==> src/rtl/i2c_arb_pkg.sv <==
// Shared types and widths for the I2C transaction arbiter.
package i2c_arb_pkg;

    localparam int I2C_ADDR_W = 7;
    localparam int I2C_DATA_W = 8;

    typedef enum logic [1:0] {
        IDLE     = 2'd0,
        LAUNCH   = 2'd1,
        WAIT     = 2'd2,
        COMPLETE = 2'd3
    } arb_state_e;

endpackage

==> src/rtl/i2c_txn_arbiter_rr_pick.sv <==
// Combinational round-robin picker: searches upward from i_last+1 with wrap
// and returns the first set request as a one-hot vector and an index.
module rr_pick
    import i2c_arb_pkg::*;
#(
    parameter int NUM_REQ = 4,
    parameter int IDX_W   = 2
) (
    input  logic [NUM_REQ-1:0] i_req,
    input  logic [IDX_W-1:0]   i_last,
    output logic [NUM_REQ-1:0] o_onehot,
    output logic [IDX_W-1:0]   o_idx,
    output logic               o_valid
);

    logic [IDX_W-1:0] w_pos;

    // Walk candidates from lowest to highest priority so the nearest one after i_last wins
    always_comb begin
        o_onehot = '0;
        o_idx    = '0;
        o_valid  = 1'b0;
        w_pos    = '0;
        for (int k = NUM_REQ; k >= 1; k--) begin
            w_pos = IDX_W'((int'(i_last) + k) % NUM_REQ);
            if (i_req[w_pos]) begin
                o_onehot        = '0;
                o_onehot[w_pos] = 1'b1;
                o_idx           = w_pos;
                o_valid         = 1'b1;
            end
        end
    end

endmodule

==> src/rtl/i2c_txn_arbiter.sv <==
// Round-robin arbiter sharing one I2C write master between NUM_REQ clients.
// Latches the winner's address/data, launches one write, waits for the master
// to finish or time out, and returns done/err to the granted client.
module i2c_txn_arbiter
    import i2c_arb_pkg::*;
#(
    parameter int NUM_REQ     = 4,
    parameter int TIMEOUT_CYC = 1024,
    parameter int TMO_W       = 11
) (
    input  logic                          clk,
    input  logic                          reset,
    input  logic [NUM_REQ-1:0]            req,
    input  logic [I2C_ADDR_W*NUM_REQ-1:0] req_addr,
    input  logic [I2C_DATA_W*NUM_REQ-1:0] req_data,
    output logic [NUM_REQ-1:0]            gnt,
    output logic [NUM_REQ-1:0]            done,
    output logic [NUM_REQ-1:0]            err,
    output logic                          m_start,
    output logic [I2C_ADDR_W-1:0]         m_addr,
    output logic [I2C_DATA_W-1:0]         m_data,
    input  logic                          m_done,
    input  logic                          m_nack,
    output logic                          m_abort,
    output logic                          busy
);

    localparam int               IDX_W    = $clog2(NUM_REQ);
    localparam logic [TMO_W-1:0] TMO_LAST = TMO_W'(TIMEOUT_CYC - 1);

    arb_state_e            r_state;
    arb_state_e            w_next;
    logic [NUM_REQ-1:0]    r_gnt;
    logic [NUM_REQ-1:0]    w_win;
    logic [IDX_W-1:0]      r_idx;
    logic [IDX_W-1:0]      r_last;
    logic [IDX_W-1:0]      w_idx;
    logic                  w_valid;
    logic [I2C_ADDR_W-1:0] r_addr;
    logic [I2C_ADDR_W-1:0] w_addr;
    logic [I2C_DATA_W-1:0] r_data;
    logic [I2C_DATA_W-1:0] w_data;
    logic [TMO_W-1:0]      r_cnt;
    logic                  r_nack;
    logic                  r_tmo;
    logic                  w_expire;

    rr_pick #(
        .NUM_REQ (NUM_REQ),
        .IDX_W   (IDX_W)
    ) u_pick (
        .i_req    (req),
        .i_last   (r_last),
        .o_onehot (w_win),
        .o_idx    (w_idx),
        .o_valid  (w_valid)
    );

    // Route the winning client's address and data slices
    always_comb begin
        w_addr = '0;
        w_data = '0;
        for (int i = 0; i < NUM_REQ; i++) begin
            if (w_win[i]) begin
                w_addr = req_addr[i*I2C_ADDR_W +: I2C_ADDR_W];
                w_data = req_data[i*I2C_DATA_W +: I2C_DATA_W];
            end
        end
    end

    assign w_expire = (r_cnt == TMO_LAST);

    // State register
    always_ff @(posedge clk or posedge reset) begin
        if (reset) r_state <= IDLE;
        else       r_state <= w_next;
    end

    // Next-state logic; a master completion beats a same-cycle expiry
    always_comb begin
        w_next = r_state;
        unique case (r_state)
            IDLE:     if (w_valid) w_next = LAUNCH;
            LAUNCH:   w_next = WAIT;
            WAIT:     if (m_done || w_expire) w_next = COMPLETE;
            COMPLETE: w_next = IDLE;
        endcase
    end

    // Grant, latched request, timeout counter and completion status
    always_ff @(posedge clk or posedge reset) begin
        if (reset) begin
            r_gnt  <= '0;
            r_idx  <= '0;
            r_last <= IDX_W'(NUM_REQ - 1);
            r_addr <= '0;
            r_data <= '0;
            r_cnt  <= '0;
            r_nack <= 1'b0;
            r_tmo  <= 1'b0;
        end else begin
            unique case (r_state)
                IDLE: begin
                    if (w_valid) begin
                        r_gnt  <= w_win;
                        r_idx  <= w_idx;
                        r_addr <= w_addr;
                        r_data <= w_data;
                    end
                end
                LAUNCH: begin
                    r_cnt  <= '0;
                    r_nack <= 1'b0;
                    r_tmo  <= 1'b0;
                end
                WAIT: begin
                    r_cnt <= r_cnt + TMO_W'(1);
                    if (m_done)        r_nack <= m_nack;
                    else if (w_expire) r_tmo  <= 1'b1;
                end
                COMPLETE: begin
                    r_gnt  <= '0;
                    r_last <= r_idx;
                end
            endcase
        end
    end

    // Per-state outputs; completion pulses go only to the granted client
    always_comb begin
        m_start = (r_state == LAUNCH);
        busy    = (r_state != IDLE);
        done    = '0;
        err     = '0;
        m_abort = 1'b0;
        if (r_state == COMPLETE) begin
            done    = r_gnt;
            err     = (r_nack || r_tmo) ? r_gnt : '0;
            m_abort = r_tmo;
        end
    end

    assign gnt    = r_gnt;
    assign m_addr = r_addr;
    assign m_data = r_data;

endmodule

==> config.mk <==
export PLATFORM = sky130hd
export DESIGN_NAME = i2c_txn_arbiter
export DESIGN_NICKNAME = d
export VERILOG_FILES = /design/src/rtl/i2c_arb_pkg.sv /design/src/rtl/i2c_txn_arbiter_rr_pick.sv /design/src/rtl/i2c_txn_arbiter.sv
export SDC_FILE = /design/constraint.sdc
export NUM_CORES = 1
export LEC_CHECK = 0
export CAP_MARGIN = 25
export CORE_MARGIN = 1.5
export CORE_UTILIZATION = 49
export DETAILED_ROUTE_END_ITERATION = 6
export PLACE_DENSITY_LB_ADDON = 0.08
export SLEW_MARGIN = 20
export SYNTH_ARGS = -nofsm -noshare
export SYNTH_HDL_FRONTEND = slang
export SYNTH_SLANG_ARGS = --single-unit
==> constraint.sdc <==
create_clock -name clk -period 6.7 [get_ports clk]
set_input_delay 1.675 -clock clk [delete_from_list [all_inputs] [get_ports clk]]
set_output_delay 1.675 -clock clk [all_outputs]
set_load 0.01 [all_outputs]
==> summary.md, run 1 <==
| Metric | Value |
|---|---|
| Reg area | approximately 950 um^2 |
| Seq cells post-synth | 38 |
| Setup Fix Bufs, Post-CTS | 0 |
| Final setup fails | 0 |
| Most common cell after layout, fill and taps aside | clkdlybuf4s50_1 |
| Leading area contributor after synthesis | dfrtp_1 |
| WL/cell | about 16 um |
| Max Clock Freq | between 0.2 and 0.25 GHz |
| Clock Latency Late Sink | 0.30 ns |
| Type of destination of the critical path | flip-flop |
| Vias in the first global route | ~2600 |
| Remaining DRCs | 0 |
| Worst hold slack | slightly below 0.5 ns |
| Post-Syn Area | roughly 2700 um^2 |
| Number of H-tree levels | 2 |
| Placed Area | 3730 um^2 |
| Synth warn | 0 |
| Pin count of the biggest net entering global routing | 39 |
| Endpoints failing hold | 0 |
| Area of the die | around 6000 um^2 |
| Arrival time at the worst endpoint | between 4 and 5 ns |
| Share of layout cells above drive strength 1 | 0.0773 |
| CTS tree | yes |
| HP Class | reg2reg |
| Global Route Usage Sum | 0.258 |
| Leading post-synthesis cells by cell area | dfrtp_1, ha_1, o221ai_2 |
| Slew Viols, Final | 0 |
| Clock Tree Root | clkbuf_8 |
| Post-cts resize count | 0 |
| Final Critical Period | 4.32 ns |
| Tcrit/Tclk final | 0.645 |
| Post-Syn Instances | around 320 |
| DRT Pass-1 Iters | 7 |
| CP max FO | 18 |
| Power density over the cells | about 420 nW/um^2 |
| Fillers | 392 |
| Post-synthesis sequential area ratio | 0.349 |
| Unrepaired setup endpoints after global routing | false |
| Clock Sink Count | 38 |
| Synthesis-to-layout area growth | 40.8% |
| Worst-margin pin slew | 0.786 ns |
| Num CTS Buffers | 5 |
| Vias per inst | 5.55 |
| Dpl hpwl | ~5500 um |
| Status | completed |
| CP Class | in2reg |
| CTS max path bufs | 2 |
| Crit-path cells | clkdlybuf4s50_1 > mux4_2 > nor2b_2 > a221oi_1 > a21oi_1 > buf_4 > or3_1 > o221ai_1 |
| Synth cell types | between 40 and 50 |
| Commonest non-fill, non-tap cells in the layout | clkdlybuf4s50_1, dfrtp_1, nand2_1 |
| DRT antenna net count | 0 |
| Rows | 26 |
| Finished Layout Cells | between 400 and 500 |
| Dpl cells | around 480 |
| Slowest stage delay, CP | around 0.66 ns |
| Routed WL | approximately 7700 um |
| Maximum vdd ir drop | 0.000256 V |
| Via Count | between 2000 and 3000 |
| Layout Skew | 0.0153 ns |
| GRT Residual Overflow | 0 |
| Die X | between 70 and 80 um |
| CP max stage cell | or3_1 |
| Initial antenna violation count | 0 |
| Die height | roughly 78 um |
| Leakage | around 1.7 nW |
| Mean Syn Cell Area | around 8.4 um^2 |
| CTS hold repair buffers | 0 |
| Slew HR | 0.476 |
| Global-route wire length before repair | approximately 12000 um |
| Top cell type's share of synthesized area | 0.330 |
| Final #Nets | about 490 |
| Syn Nets | 405 |
| TNS Setup | 0 ns |
| IO Port Bufs | 97 |
| Ant diodes | 0 |
| I/O pins | 98 |
| Clk slew on worst S/H paths | roughly 0.090 ns |
| Startpoint types | input port |
| Initial core utilization | 0.521 |
| CP Data Required Time | 6.91 ns |
| Initial DRC count | approximately 150 |
| Core Area | roughly 5200 um^2 |
| RD Place Congestion | about 0.8 |
| Max_cap viols | 0 |
| Footprint of the multi-input gates | approximately 1600 um^2 |
| Design area | ~3800 um^2 |
==> final timing paths <==
path | start | end | slack [ns] | cells after the start
min in group asynchronous | reset | m_data[5] | 1.79 | 3
setup reg to reg | r_last[0] | m_data[0] | 2.95 | 9
hold / removal | r_idx[0] | r_idx[0] | 0.50 | 2
setup / recovery | req[0] | m_data[0] | 2.38 | 8
max in group asynchronous | reset | r_last[1] | 4.54 | 3
hold reg to reg | r_idx[0] | r_idx[0] | 0.50 | 2
==> metrics by stage <==
stage | utilization | power (mW) | setup slack (ns)
floorplan | - | 1.10 | 3.06
global placement | 0.710 | 1.38 | 2.14
detailed placement | 0.712 | 1.42 | 2.07
CTS | 0.731 | 1.59 | 2.39
global route | 0.733 | 1.73 | 2.22
finish | 0.733 | 1.61 | 2.38
==> worst max-delay path, delay by kind of cell <==
kind | cells | cell delay, ns
mux | 1 | 0.56
compound gates | 3 | 0.68
simple gates | 2 | 0.86
buf+inv | 2 | 0.73
==> synthesized netlist by cell type <==
cell type	n
and3_1	18
o22ai_1	4
dfrtp_1	36
o21ai_1	3
nor2b_1	8
nor3b_1	1
ha_1	13
mux4_2	4
o21a_1	1
a2bb2oi_1	1
xnor2_1	1
nand3_1	7
mux2i_1	6
o311a_1	1
buf_2	3
o21bai_1	1
dfstp_2	2
or2b_1	1
nor2_1	28
o221ai_1	5
o221ai_2	10
clkbuf_1	14
nand2_1	35
buf_6	2
and2_1	10
a21o_1	1
inv_1	33
a211o_1	1
a221o_1	1
o41ai_1	1
xor2_1	3
a31oi_1	16
o31ai_1	1
nand4_1	2
or3_1	3
o21ai_0	12
a221oi_1	1
nor2b_2	1
a21oi_1	27
a41o_1	1
nor3_1	3
mux2_2	2
==> kinds of logic (layout without fill, tap and decap cells) <==
group,count (synthesis),after routing,synth area share
simple gates,117,117,0.208
compound gates,88,88,0.229
buf+inv,52,142,0.0784
flops,38,38,0.349
fa+ha+maj,13,13,0.0596
mux,12,12,0.0633
xor+xnor,4,4,0.0128
==> routing by layer <==
metal	track usage	vias to the layer above	routed length [um]
met2	0.461	85	3980
li1	-	1316	-
met4	0.0636	0	106
met3	0.0459	10	324
met1	0.321	1275	3240
met5	0	-	0
==> where the power goes <==
part	internal (mW)	leakage (nW)	switching [mW]
Clock	0.0828	0.0472	0.0851
Combinational	0.452	1.12	0.599
Sequential	0.316	0.489	0.0710
Total	0.851	1.66	0.755
==> area by class of cell <==
cell class,count,area share
multi-input combinational,234,0.407
timing repair buffer,101,0.264
clock buffer,6,0.0215
sequential,38,0.248
clock inverter,2,0.00326
inverter,33,0.0322
tap,70,0.0228
==> state kept, by name, summed over array words and instances, names as in the netlist <==
| signal | cells |
|---|---|
| r_cnt | 11 |
| m_data | 8 |
| r_tmo | 1 |
| gnt | 4 |
| r_last | 2 |
| r_nack | 1 |
| m_addr | 7 |
| r_idx | 2 |
| r_state | 2 |
Power figures use the tool's default switching activity.
==> run 2, diff against run 1 <==
CORE_UTILIZATION = 41   (was 49)
clock period = 3.8 ns   (was 6.7 ns; I/O delays follow)
==> run 2 against run 1 <==
Clock power up 57%; die area up 19%; wire length is 0.76% lower; worst setup slack lost 2.1 ns; core utilization shrank 13 points; non-clock buffer count increased by 5; global-route usage shrank 4.1 points; clock skew fell by 0.012 ns; final area is 0.91% higher; critical path depth stayed put; largest power group unchanged.
==> summary.md, run 2 (synthesis results as in run 1) <==
| Metric | Value |
|---|---|
| Status | completed |
| HP Class | reg2reg |
| Vias in the first global route | ~2500 |
| Arrival time at the worst endpoint | 3.60 ns |
| Final #Nets | 499 |
| Clock Sink Count | 38 |
| Clock Tree Root | clkbuf_8 |
| Initial core utilization | 0.427 |
| Vias per inst | 5.33 |
| Post-Place Setup Slack | 0.0440 ns |
| Clock Latency Late Sink | approximately 0.28 ns |
| Routed WL | between 7000 and 8000 um |
| Number of H-tree levels | 2 |
| Ant diodes | 0 |
| Maximum vdd ir drop | 0.000499 V |
| Largest register FFs | 11 |
| Dpl cells | 488 |
| DRT antenna net count | 0 |
| Share of layout cells above drive strength 1 | 0.0861 |
| Worst hold slack | 0.487 ns |
| Tcrit/Tclk final | 0.913 |
| CTS max path bufs | 2 |
| Setup Fix Bufs, Post-CTS | 0 |
| Final setup fails | 0 |
| Synthesis-to-layout area growth | 42.0% |
| Slew HR | 0.514 |
| Leakage | 1.68 nW |
| Via Count | roughly 2600 |
| Initial DRC count | between 100 and 150 |
| Clk slew on worst S/H paths | approximately 0.07 ns |
| Remaining DRCs | 0 |
| Global Route Usage Sum | 0.217 |
| Commonest non-fill, non-tap cells in the layout | clkdlybuf4s50_1, dfrtp_1, nand2_1 |
| Worst-margin pin slew | ~0.73 ns |
| CTS hold repair buffers | 0 |
| Rows | 29 |
| RD Place Congestion | around 0.9 |
| Initial antenna violation count | 0 |
| Die height | 84.6 um |
| DRT Pass-1 Iters | 4 |
| Unrepaired setup endpoints after global routing | false |
| CP Data Required Time | between 3 and 4 ns |
| Area of the die | between 7000 and 8000 um^2 |
| Power density over the cells | between 700 and 800 nW/um^2 |
| Dpl hpwl | roughly 5600 um |
| CP max FO | 15 |
| Most common cell after layout, fill and taps aside | clkdlybuf4s50_1 |
| Core Area | roughly 6400 um^2 |
| Post-cts resize count | 0 |
| TNS Setup | 0 ns |
| Fin worst setup slack | 0.329 ns |
| Global-route wire length before repair | ~13000 um |
| Finished Layout Cells | 495 |
| WL/cell | 15.3 um |
| GRT Residual Overflow | 0 |
| Max Clock Freq | slightly below 0.3 GHz |
| IO Port Bufs | 97 |
| Num CTS Buffers | 5 |
| I/O pins | 98 |
| Die X | about 85 um |
| CP Class | reg2reg |
| Layout Skew | 0.00353 ns |
| Type of destination of the critical path | flip-flop |
| Slew Viols, Final | 0 |
| Final Critical Period | roughly 3.5 ns |
| Endpoints failing hold | 0 |
| Most flop-heavy register | r_cnt |
| Pin count of the biggest net entering global routing | 39 |
| Max_cap viols | 0 |
| CTS tree | yes |
| Startpoint types | flip-flop |
## run 2: report_power, final
group	switching, mW	internal (mW)
logic	1.06	0.855
registers	0.121	0.557
clock network	0.141	0.123
## run 2: path summary, 6_finish.rpt
path                           start        end  slack (ns)  cells after the start
setup / recovery           r_last[0]  m_data[0]        0.33                      8
hold / removal              r_idx[1]   r_idx[1]        0.49                      2
setup reg to reg           r_last[0]  m_data[0]        0.33                      8
hold reg to reg             r_idx[1]   r_idx[1]        0.49                      2
max in group asynchronous      reset  r_last[0]        2.36                      3
min in group asynchronous      reset   r_cnt[6]        1.08                      3
## run 2: cell type report
cell class	count	area (um^2)
well taps	77	96.3
flip-flops and latches	38	953
inverters	33	124
repair buffers	106	1060
clock buffers	5	68.8
fillers	559	2510
clock inverters	2	10.0
multi-input cells	234	1570
## run 2: per-stage QoR
step	power (mW)	util	instance area [um^2]
floorplan	1.94	-	2730
CTS	2.89	0.607	3880
global route	3.13	0.607	3880
global placement	2.59	0.592	3780
detailed placement	2.62	0.595	3800
finish	2.86	0.607	3880
## run 2: critical path, stage by stage (launching register included)
cell	delay, ns
dfstp_2	0.70
inv_1	0.10
ha_1	0.42
mux4_2	0.56
nor2b_2	0.19
a221o_1	0.30
a2bb2oi_1	0.17
or2b_1	0.65
o221ai_1	0.22
## run 2: routing by layer
layer  vias to the layer above  routed length, um  global-route usage
met2                        68               3710               0.364
met3                         9                355              0.0374
met4                         0                105              0.0528
li1                       1330                  -                   -
met1                      1233               3420               0.294
met5                         -                  0                   0
==> run 3, diff against run 2 <==
CELL_PAD_IN_SITES_DETAIL_PLACEMENT = 0   (was unset)
CELL_PAD_IN_SITES_GLOBAL_PLACEMENT = 1   (was unset)
CORE_UTILIZATION = 30   (was 41)
HOLD_SLACK_MARGIN = 0.12   (was unset)
SYNTH_HIERARCHICAL = 1   (was unset)
==> run 3 against run 2 <==
Power up 20%; global-route usage down 5.3 points; critical path type unchanged; first-iteration DRC count fell by 14%; wire length grew 1.9%; combinational power is 24% higher; fmax is 2.2% higher; count of clock-buffer cells in the layout rose by 1; clock power up 35%; the run now ends with design-rule violations left; worst setup slack improved by 0.073 ns; via count increased by 0.68%; critical endpoint is now m_addr[6].
==> summary.md, run 3 <==
| Metric | Value |
|---|---|
| Status | finished, violations left |
| Failing checks | design-rule violations |
| Slew HR | 0.444 |
| Initial core utilization | 0.314 |
| Share of layout cells above drive strength 1 | 0.0978 |
| TNS Setup | 0 ns |
| Final #Nets | ~490 |
| Final Critical Period | ~3.4 ns |
| DRT Pass-1 Iters | 6 |
| Slew Viols, Final | 0 |
| DRT antenna net count | 0 |
| Top FF cell, synth | dfrtp_1 |
| Synth cell types | 56 |
| Remaining DRCs | 4 |
| Finished Layout Cells | around 520 |
| Final setup fails | 0 |
| Num CTS Buffers | 5 |
| Initial DRC count | a little under 100 |
| Fin worst setup slack | 0.402 ns |
| Synthesis-to-layout area growth | 44.8% |
| I/O pins | 98 |
| Syn Nets | 393 |
| Max Clock Freq | just under 0.3 GHz |
| WL/cell | roughly 15 um |
| Top cell type's share of synthesized area | 0.326 |
| Number of H-tree levels | 2 |
| Area of the die | 9800 um^2 |
| Placed Area | roughly 4000 um^2 |
| Setup Fix Bufs, Post-CTS | 0 |
| Endpoints failing hold | 0 |
| RD Place Congestion | around 0.8 |
| Leading post-synthesis cells by cell area | dfrtp_1, ha_1, a211o_1 |
| Reg area | ~950 um^2 |
| Worst-margin pin slew | 0.833 ns |
| Post-synthesis sequential area ratio | 0.345 |
| Ys async rst share | 1.00 |
| Post-Place Setup Slack | roughly 0.13 ns |
| Pin count of the biggest net entering global routing | 32 |
| Leading area contributor after synthesis | dfrtp_1 |
| Unrepaired setup endpoints after global routing | false |
| Routed WL | between 7000 and 8000 um |
| Die height | around 99 um |
| Max_cap viols | 0 |
| CP Class | reg2reg |
| CTS tree | yes |
| Layout Skew | around 0.012 ns |
| Leakage | roughly 1.7 nW |
| Synth warn | 6 |
| Core Area | about 9000 um^2 |
| Top cells by count, synth | dfrtp_1, inv_1, nor2_1, nand2_1, o21ai_0 |
| Seq cells post-synth | 38 |
| Arrival time at the worst endpoint | about 3.6 ns |
| Design area | approximately 4000 um^2 |
| Top-count cell post-synth | dfrtp_1 |
| R2r setup slk | 0.40 ns |
| Type of destination of the critical path | flip-flop |
| Rows | 34 |
| Largest register FFs | 11 |
| Mean Syn Cell Area | about 8.8 um^2 |
| Footprint of the multi-input gates | 1560 um^2 |
| Global Route Usage Sum | 0.165 |
| Tcrit/Tclk final | 0.894 |
| HP Class | reg2reg |
| Clock Latency Late Sink | approximately 0.29 ns |
| Ant diodes | 0 |
| Die X | about 100 um |
| Dpl hpwl | about 5800 um |
| CP max FO | 18 |
| Initial antenna violation count | 0 |
| Post-cts resize count | 0 |
| Most common cell after layout, fill and taps aside | clkdlybuf4s50_1 |
| Via Count | ~2700 |
| GRT Residual Overflow | 0 |
| Clock Sink Count | 38 |
| Global-route wire length before repair | 13000 um |
| Startpoint types | flip-flop |
| Number of synthesized flops with an enable pin | 0 |
| Vias in the first global route | 2600 |
| Clk slew on worst S/H paths | around 0.08 ns |
| Fillers | 894 |
| Most flop-heavy register | r_cnt |
| Vias per inst | 5.14 |
| Commonest non-fill, non-tap cells in the layout | clkdlybuf4s50_1, dfrtp_1, inv_1 |
| Post-Syn Instances | around 310 |
| IO Port Bufs | 97 |
| Clock Tree Root | clkbuf_8 |
| Post-Syn Area | roughly 2800 um^2 |
| CTS hold repair buffers | 0 |
| CTS max path bufs | 2 |
| Power density over the cells | 857 nW/um^2 |
| Maximum vdd ir drop | approximately 0.00038 V |
| Dpl cells | 510 |
| CP Data Required Time | 4.01 ns |
## run 3: cell types whose count changed in the layout (fill, tap and decap cells not counted), sizes merged, moves of 11 or more
cell    change
nand2      -11
o221ai     -15
a221oi     +14
and3       -17
a211o      +13
a21oi      -16
## run 3: cell families after synthesis
logic type               share of synthesized area
adder cells (fa/ha/maj)                     0.0543
XOR/XNOR                                   0.00634
buffers and inverters                       0.0951
AND/OR/NAND/NOR                              0.166
multiplexers                                0.0539
flip-flops                                   0.345
AO/OA/AOI/OAI                                0.279
## run 3: layout make-up
class | count | share of cell area
timing repair buffer | 111 | 0.278
clock buffer | 6 | 0.0206
sequential | 38 | 0.238
tap | 108 | 0.0338
clock inverter | 1 | 0.00750
multi-input combinational | 220 | 0.391
inverter | 33 | 0.0310
## run 3: metal layers
layer	global-route usage	routed length, um	vias up
met5	0	0	-
met4	0.0363	65	0
met3	0.0624	682	5
met2	0.266	3360	90
met1	0.211	3630	1229
li1	-	-	1334
## run 3: path summary, 6_finish.rpt
check                      startpoint         to  cells past startpoint
hold / removal                 r_nack     r_nack                      1
setup / recovery            r_last[1]  m_addr[6]                     11
hold reg to reg                r_nack     r_nack                      1
max in group asynchronous       reset  r_last[0]                      3
setup reg to reg            r_last[1]  m_addr[6]                     11
min in group asynchronous       reset  m_data[2]                      2
## run 3: worst max-delay path: stages (launching register included)
cell       delay, ns
dfstp_2         0.74
inv_2           0.11
ha_1            0.49
mux2i_1         0.16
a2111oi_2       0.49
o21ai_0         0.17
a32oi_1         0.29
nor2b_4         0.21
buf_12          0.15
a221oi_1        0.07
a211o_1         0.27
a31oi_1         0.16
## run 3: metrics by stage
stage,power [mW],hold slack (ns),utilization
2_1_floorplan,2.28,0.467,-
3_3_place_gp,3.08,0.478,0.442
3_5_place_dp,3.09,0.491,0.442
4_1_cts,3.47,0.510,0.454
5_1_grt,3.75,0.514,0.454
6_report,3.43,0.505,0.454
## run 3: power breakdown
part	internal, mW	total [mW]	switching (mW)
sequential	0.560	0.684	0.125
combinational	1.14	2.39	1.24
clock	0.210	0.357	0.147
total	1.91	3.43	1.51
